`src/rtl/lcd_spi_monitor_if.sv`:
```
// Pin-side and decoded-event signals of the ST7735 SPI monitor.
// slave = the monitor itself; master = whoever drives the pins and consumes the events.
interface lcd_spi_monitor_if;
   logic        lcd_cs;
   logic        lcd_dc;
   logic        lcd_sclk;
   logic        lcd_mosi;
   logic [8:0]  rx_data;
   logic        rx_valid;
   logic        cmd_valid;
   logic [7:0]  cmd_code;
   logic        pix_valid;
   logic [7:0]  pix_x;
   logic [7:0]  pix_y;
   logic [15:0] pix_color;
   logic        frame_err;

   modport slave (
      input  lcd_cs, lcd_dc, lcd_sclk, lcd_mosi,
      output rx_data, rx_valid, cmd_valid, cmd_code,
      output pix_valid, pix_x, pix_y, pix_color, frame_err
   );

   modport master (
      output lcd_cs, lcd_dc, lcd_sclk, lcd_mosi,
      input  rx_data, rx_valid, cmd_valid, cmd_code,
      input  pix_valid, pix_x, pix_y, pix_color, frame_err
   );
endinterface

```
`src/rtl/lcd_spi_monitor.sv`:
```
// Passive ST7735 SPI listener: rebuilds {dc,byte} words and decodes CASET/RASET/RAMWR
// into per-pixel (x,y,color) events.
//
// state      | meaning
// -----------+----------------------------------------------------------
// S_IDLE     | no tracked command; data bytes ignored
// S_CASET    | collecting column window bytes (idx 0..3)
// S_RASET    | collecting row window bytes (idx 0..3)
// S_RAMWR_HI | RAMWR active, waiting for pixel high byte
// S_RAMWR_LO | RAMWR active, high byte held, waiting for low byte
module lcd_spi_monitor #(
   parameter int SYNC_STAGES = 2,
   parameter int X_MAX       = 127,
   parameter int Y_MAX       = 159
) (
   input  logic               sys_clk,
   input  logic               sys_rst,
   lcd_spi_monitor_if.slave   bus
);

   typedef enum logic [2:0] {
      S_IDLE,
      S_CASET,
      S_RASET,
      S_RAMWR_HI,
      S_RAMWR_LO
   } state_t;

   localparam logic [7:0] XE_RST = 8'(X_MAX);
   localparam logic [7:0] YE_RST = 8'(Y_MAX);

   logic [SYNC_STAGES-1:0] cs_sync, dc_sync, sclk_sync, mosi_sync;
   logic cs_s, dc_s, sclk_s, mosi_s;
   logic cs_prev, sclk_prev;
   logic cs_rise, sclk_rise;
   logic [6:0] sr;
   logic [2:0] bit_cnt;
   logic       byte_done;
   logic [8:0] byte_word;
   logic       frame_err_q;

   // Synchronisers keep tracking the pins through reset so no false edge follows it.
   always_ff @(posedge sys_clk) begin
      cs_sync   <= {cs_sync[SYNC_STAGES-2:0], bus.lcd_cs};
      dc_sync   <= {dc_sync[SYNC_STAGES-2:0], bus.lcd_dc};
      sclk_sync <= {sclk_sync[SYNC_STAGES-2:0], bus.lcd_sclk};
      mosi_sync <= {mosi_sync[SYNC_STAGES-2:0], bus.lcd_mosi};
   end

   assign cs_s      = cs_sync[SYNC_STAGES-1];
   assign dc_s      = dc_sync[SYNC_STAGES-1];
   assign sclk_s    = sclk_sync[SYNC_STAGES-1];
   assign mosi_s    = mosi_sync[SYNC_STAGES-1];
   assign cs_rise   = cs_s & ~cs_prev;
   assign sclk_rise = sclk_s & ~sclk_prev;

   always_ff @(posedge sys_clk) begin
      if (sys_rst) begin
         cs_prev     <= cs_s;
         sclk_prev   <= sclk_s;
         sr          <= '0;
         bit_cnt     <= '0;
         byte_done   <= 1'b0;
         byte_word   <= '0;
         frame_err_q <= 1'b0;
      end else begin
         cs_prev     <= cs_s;
         sclk_prev   <= sclk_s;
         byte_done   <= 1'b0;
         frame_err_q <= cs_rise && (bit_cnt != 3'd0);
         if (cs_s) begin
            bit_cnt <= '0;
         end else if (sclk_rise) begin
            sr      <= {sr[5:0], mosi_s};
            bit_cnt <= bit_cnt + 3'd1;
            if (bit_cnt == 3'd7) begin
               byte_done <= 1'b1;
               byte_word <= {dc_s, sr, mosi_s};
            end
         end
      end
   end

   state_t      state, state_n;
   logic [1:0]  idx, idx_n;
   logic [7:0]  xs, xs_n, xe, xe_n, ys, ys_n, ye, ye_n;
   logic [7:0]  cur_x, cur_x_n, cur_y, cur_y_n;
   logic [7:0]  hi, hi_n;
   logic [8:0]  rx_data_q, rx_data_n;
   logic        rx_valid_q, rx_valid_n;
   logic        cmd_valid_q, cmd_valid_n;
   logic [7:0]  cmd_code_q, cmd_code_n;
   logic        pix_valid_q, pix_valid_n;
   logic [7:0]  pix_x_q, pix_x_n, pix_y_q, pix_y_n;
   logic [15:0] pix_color_q, pix_color_n;

   always_ff @(posedge sys_clk) begin
      if (sys_rst) begin
         state       <= S_IDLE;
         idx         <= '0;
         xs          <= '0;
         xe          <= XE_RST;
         ys          <= '0;
         ye          <= YE_RST;
         cur_x       <= '0;
         cur_y       <= '0;
         hi          <= '0;
         rx_data_q   <= '0;
         rx_valid_q  <= 1'b0;
         cmd_valid_q <= 1'b0;
         cmd_code_q  <= '0;
         pix_valid_q <= 1'b0;
         pix_x_q     <= '0;
         pix_y_q     <= '0;
         pix_color_q <= '0;
      end else begin
         state       <= state_n;
         idx         <= idx_n;
         xs          <= xs_n;
         xe          <= xe_n;
         ys          <= ys_n;
         ye          <= ye_n;
         cur_x       <= cur_x_n;
         cur_y       <= cur_y_n;
         hi          <= hi_n;
         rx_data_q   <= rx_data_n;
         rx_valid_q  <= rx_valid_n;
         cmd_valid_q <= cmd_valid_n;
         cmd_code_q  <= cmd_code_n;
         pix_valid_q <= pix_valid_n;
         pix_x_q     <= pix_x_n;
         pix_y_q     <= pix_y_n;
         pix_color_q <= pix_color_n;
      end
   end

   // Decode on byte_done so cmd/pix pulses land in the same cycle as rx_valid.
   always_comb begin
      state_n     = state;
      idx_n       = idx;
      xs_n        = xs;
      xe_n        = xe;
      ys_n        = ys;
      ye_n        = ye;
      cur_x_n     = cur_x;
      cur_y_n     = cur_y;
      hi_n        = hi;
      rx_data_n   = rx_data_q;
      rx_valid_n  = 1'b0;
      cmd_valid_n = 1'b0;
      cmd_code_n  = cmd_code_q;
      pix_valid_n = 1'b0;
      pix_x_n     = pix_x_q;
      pix_y_n     = pix_y_q;
      pix_color_n = pix_color_q;
      if (byte_done) begin
         rx_valid_n = 1'b1;
         rx_data_n  = byte_word;
         if (!byte_word[8]) begin
            cmd_valid_n = 1'b1;
            cmd_code_n  = byte_word[7:0];
            case (byte_word[7:0])
               8'h2A: begin
                  state_n = S_CASET;
                  idx_n   = 2'd0;
               end
               8'h2B: begin
                  state_n = S_RASET;
                  idx_n   = 2'd0;
               end
               8'h2C: begin
                  state_n = S_RAMWR_HI;
                  cur_x_n = xs;
                  cur_y_n = ys;
               end
               default: state_n = S_IDLE;
            endcase
         end else begin
            case (state)
               S_CASET, S_RASET: begin
                  if (idx == 2'd1) begin
                     if (state == S_CASET) xs_n = byte_word[7:0];
                     else                  ys_n = byte_word[7:0];
                  end else if (idx == 2'd3) begin
                     if (state == S_CASET) xe_n = byte_word[7:0];
                     else                  ye_n = byte_word[7:0];
                     state_n = S_IDLE;
                  end
                  idx_n = idx + 2'd1;
               end
               S_RAMWR_HI: begin
                  hi_n    = byte_word[7:0];
                  state_n = S_RAMWR_LO;
               end
               S_RAMWR_LO: begin
                  pix_valid_n = 1'b1;
                  pix_color_n = {hi, byte_word[7:0]};
                  pix_x_n     = cur_x;
                  pix_y_n     = cur_y;
                  // Inverted windows (start > end) collapse to a single column/row.
                  if (cur_x >= xe) begin
                     cur_x_n = xs;
                     cur_y_n = (cur_y >= ye) ? ys : cur_y + 8'd1;
                  end else begin
                     cur_x_n = cur_x + 8'd1;
                  end
                  state_n = S_RAMWR_HI;
               end
               default: ;
            endcase
         end
      end
   end

   assign bus.rx_data   = rx_data_q;
   assign bus.rx_valid  = rx_valid_q;
   assign bus.cmd_valid = cmd_valid_q;
   assign bus.cmd_code  = cmd_code_q;
   assign bus.pix_valid = pix_valid_q;
   assign bus.pix_x     = pix_x_q;
   assign bus.pix_y     = pix_y_q;
   assign bus.pix_color = pix_color_q;
   assign bus.frame_err = frame_err_q;

endmodule

```
`src/flat_wrapper.sv`:
```
// flat-port wrapper written by rule: the top's interface ports become plain ports
module lcd_spi_monitor_flat 
#(
   parameter int SYNC_STAGES = 2,
   parameter int X_MAX       = 127,
   parameter int Y_MAX       = 159
)
  (sys_clk, sys_rst, bus_lcd_cs, bus_lcd_dc, bus_lcd_sclk, bus_lcd_mosi, bus_rx_data, bus_rx_valid, bus_cmd_valid, bus_cmd_code, bus_pix_valid, bus_pix_x, bus_pix_y, bus_pix_color, bus_frame_err);
  lcd_spi_monitor_if bus_i ();
  input  logic sys_clk;
  input  logic sys_rst;
  input wire logic [$bits(bus_i.lcd_cs)-1:0] bus_lcd_cs;
  input wire logic [$bits(bus_i.lcd_dc)-1:0] bus_lcd_dc;
  input wire logic [$bits(bus_i.lcd_sclk)-1:0] bus_lcd_sclk;
  input wire logic [$bits(bus_i.lcd_mosi)-1:0] bus_lcd_mosi;
  output wire logic [$bits(bus_i.rx_data)-1:0] bus_rx_data;
  output wire logic [$bits(bus_i.rx_valid)-1:0] bus_rx_valid;
  output wire logic [$bits(bus_i.cmd_valid)-1:0] bus_cmd_valid;
  output wire logic [$bits(bus_i.cmd_code)-1:0] bus_cmd_code;
  output wire logic [$bits(bus_i.pix_valid)-1:0] bus_pix_valid;
  output wire logic [$bits(bus_i.pix_x)-1:0] bus_pix_x;
  output wire logic [$bits(bus_i.pix_y)-1:0] bus_pix_y;
  output wire logic [$bits(bus_i.pix_color)-1:0] bus_pix_color;
  output wire logic [$bits(bus_i.frame_err)-1:0] bus_frame_err;
  assign bus_i.lcd_cs = bus_lcd_cs;
  assign bus_i.lcd_dc = bus_lcd_dc;
  assign bus_i.lcd_sclk = bus_lcd_sclk;
  assign bus_i.lcd_mosi = bus_lcd_mosi;
  assign bus_rx_data = bus_i.rx_data;
  assign bus_rx_valid = bus_i.rx_valid;
  assign bus_cmd_valid = bus_i.cmd_valid;
  assign bus_cmd_code = bus_i.cmd_code;
  assign bus_pix_valid = bus_i.pix_valid;
  assign bus_pix_x = bus_i.pix_x;
  assign bus_pix_y = bus_i.pix_y;
  assign bus_pix_color = bus_i.pix_color;
  assign bus_frame_err = bus_i.frame_err;
  lcd_spi_monitor #(.SYNC_STAGES(SYNC_STAGES), .X_MAX(X_MAX), .Y_MAX(Y_MAX)) u_core (.sys_clk(sys_clk), .sys_rst(sys_rst), .bus(bus_i));
endmodule
```
`config.mk`:
```
export PLATFORM = sky130hd
export DESIGN_NAME = lcd_spi_monitor_flat
export DESIGN_NICKNAME = d
export VERILOG_FILES = /design/src/rtl/lcd_spi_monitor_if.sv /design/src/rtl/lcd_spi_monitor.sv /design/src/flat_wrapper.sv
export SDC_FILE = /design/constraint.sdc
export NUM_CORES = 1
export LEC_CHECK = 0
export BUFFER_PORTS_ARGS = -buffer_cell sky130_fd_sc_hd__buf_2
export CAP_MARGIN = 10
export CORE_AREA = 2 2 110 112
export DETAILED_ROUTE_END_ITERATION = 8
export DIE_AREA = 0 0 112 114
export PLACE_DENSITY_LB_ADDON = 0.15
export SLEW_MARGIN = 20
export SYNTH_ARGS = -nofsm -noshare
export SYNTH_HDL_FRONTEND = slang
export SYNTH_SLANG_ARGS = --single-unit
```
`constraint.sdc`:
```
create_clock -name sys_clk -period 2 [get_ports sys_clk]
set_input_delay 0.1 -clock sys_clk [delete_from_list [all_inputs] [get_ports sys_clk]]
set_output_delay 0.1 -clock sys_clk [all_outputs]
set_load 0.005 [all_outputs]
```
==> run metrics <==
Leak=3.04 nW; fmax=514 MHz; top_reg_cell synth=dfxtp_1; Die ar.=12,800 sq um; Global Route Usage Sum=22.1%; Die W=112 um; # rows=40; Synth Area in Compound Gates=13.9%; CP Class=register to register; MaxCap Viol Count=0; Post-Syn Nets=705; capturing point of the worst reg2reg path=u_core.cur_y[2]; final hold violation count=0; post-route cell area=7290 sq um; synth warn=0; Cell Pwr Density=833 nW/um^2; Placed Instances=873; CTS tree=yes; nets=780; drt total wl=13,700 um; vias in the first global route=4,631; HP Class=primary input to register; clk_lat worst skew=0.42 ns; Placement Cell Area=6590 sq um; Remaining DRCs=0; fin. max-slew vios=0; clk root buf=clkbuf_16; H-tree level count=4; Yosys reg bits=144; Final setup viols=0; fill cell count=1,027; Buffers on Ports=58; RSZ-0062 raised after global routing=yes; Worst-path clk slew=0.06 ns; largest net degree at the start of global routing=112; DRT antenna net count=0; hold-critical path depth=2; worst r2r path cells=8; Ant. Diodes=0; vias per cell=5.35; Worst EP arrival=2.25 ns; worst hold slack=0.0582 ns; Layout area overhead=21.6%; Finished Layout Cells=911; Post-synth EDFFs=0; GPL Wtd Cong=0.867; Num CTS Buffers=17; crit path max fanout=8; Max Buffers Root-to-Sink=2; initial antenna violation count=0; first-pass GRT wire length=22,700 um; Worst Hold End=u_core.ys[1]; post-detailed-placement half-perimeter wirelength=9030 um; Worst R2R Start=u_core.cur_y[0]; Core Footprint=11,700 sq um; Mapped Cells=676; simple-gate share of the synthesized area=18.2%; minimum clock period=1.95 ns; layout cells sized above 1=19.8%; starting DRC count in detailed routing=277; area of the mapped netlist=5990 sq um; Die Ht=114 um; IO Count=59; DRT Pass-1 Iters=5; drt wl/cell=15.0 um; max reg flops=16; vias=4,877; synth unique cells=50; clk_skew=0.00624 ns; slew margin rel.=65.2%; Post-Synth XOR/XNOR Area=0.438%; hold path start=sys_rst; largest family of logic cells by synthesized area=simple AND/OR/NAND/NOR gates; maximum VDD drop=0.631 mV; Seq/Total Area, Yosys=48.1%; period utilisation layout=97.3%; most frequent cells in the layout=dfxtp_1 (142), nand2_1 (113), nor2_1 (70); Syn Area/Cell=8.87 sq um; post-synthesis mux area share=9.02%; total gr overflow=0; leading cell type in the layout, fill and taps excluded=dfxtp_1; Worst setup startpoint=u_core.cur_y[0]; setup TNS=0 ns; crit path launch type=register; post-synthesis adder-cell area fraction=4.97%; clk sinks=144; endpoint class of the critical path=register; worst reg2reg setup slack=0.05 ns; Slew @ Worst Pin=0.520 ns; status=complete, no violations; ys async rst share=0%; Initial Utilization=51.2%; Data required, critical path=2.31 ns
-- worst max path at each step --
stage	endpoint	slack, ns	depth (start not counted)
5_1_grt	u_core.cur_y[1]	-0.06	8
3_3_place_gp	u_core.cur_y[1]	0.10	8
3_5_place_dp	u_core.cur_y[1]	0.0007	6
2_1_floorplan	u_core.cur_y[2]	0.006	8
4_1_cts	u_core.cur_x[3]	0.04	7
6_report	u_core.cur_y[2]	0.05	8
-- layout make-up --
cell class | instances | area [sq um] | share of cell area (%)
sequential | 144 | 2890 | 39.6
multi-input combinational | 454 | 2850 | 39.1
timing repair buffer | 106 | 683 | 9.37
clock buffer | 21 | 450 | 6.18
tap | 147 | 184 | 2.52
clock inverter | 11 | 131 | 1.80
inverter | 28 | 105 | 1.44
-- logic make-up (layout without fill, tap and decap cells) --
group	Yosys count	in the layout
multiplexers	54	54
AO/OA/AOI/OAI	130	130
XOR/XNOR	3	3
buffers and inverters	78	166
adder cells (fa/ha/maj)	24	24
flip-flops	144	144
AND/OR/NAND/NOR	243	243
-- per-layer routing --
metal  GRT usage (%)  vias up  part of all wire [%]
met1            29.3     2309                    47
met2            36.1      101                    47
li1                -     2454                     -
met3            4.73       13                   4.0
met5               0        -                     0
met4            7.89        0                   1.2
-- critical path: stages (launching register included) --
cell,delay (ns)
dfxtp_2,0.32
inv_1,0.05
ha_1,0.29
nor3b_2,0.17
o21ai_1,0.09
a221oi_2,0.36
buf_6,0.20
mux2i_2,0.25
o32ai_2,0.09
-- cells in the mapped netlist, drive strengths merged, types with 3 or more instances --
| cell type | number | share of area, % |
|---|---|---|
| nand2b | 7 | 0.73 |
| nand3 | 11 | 0.92 |
| a31oi | 6 | 0.63 |
| o21ai | 11 | 0.92 |
| inv | 27 | 1.7 |
| nor2b | 8 | 0.83 |
| a211o | 14 | 2.0 |
| nor3 | 8 | 0.67 |
| nor3b | 5 | 0.63 |
| o211ai | 3 | 0.38 |
| nand4b | 3 | 0.54 |
| mux2i | 54 | 9.0 |
| ha | 23 | 4.8 |
| clkbuf | 33 | 2.1 |
| nand4 | 3 | 0.31 |
| buf | 17 | 1.6 |
| or3 | 4 | 0.42 |
| a211oi | 11 | 1.4 |
| nor2 | 70 | 4.4 |
| o32ai | 9 | 1.3 |
| and2 | 5 | 0.56 |
| nand2 | 113 | 7.1 |
| dfxtp | 144 | 48 |
| a21oi | 62 | 5.2 |
| o21a | 4 | 0.50 |
-- where the power goes --
group / internal, mW / switching, mW
Sequential: 2.88 / 0.00572
Combinational: 0.0227 / 0.0514
Clock: 1.88 / 1.23
Total: 4.78 / 1.28
-- per-stage QoR --
step | utilization [%] | setup WS [ns] | total power, mW
global route | 62.2 | -0.0606 | 6.24
global placement | 56.2 | 0.105 | 3.02
floorplan | - | 0.00554 | 3.00
CTS | 61.6 | 0.0403 | 6.12
finish | 62.2 | 0.0549 | 6.07
detailed placement | 56.2 | 0.000701 | 3.02
-- repair_timing --
item / 4_1_cts / 5_1_grt
cloned: 0 / 1
hold buffers: 4 / 0
gates resized for setup: 2 / 14
hold endpoints to repair: 4 / 0
setup endpoints to repair: 2 / 10
pin swaps: 0 / 5
setup buffers: 0 / 1
Power figures use the tool's default switching activity.
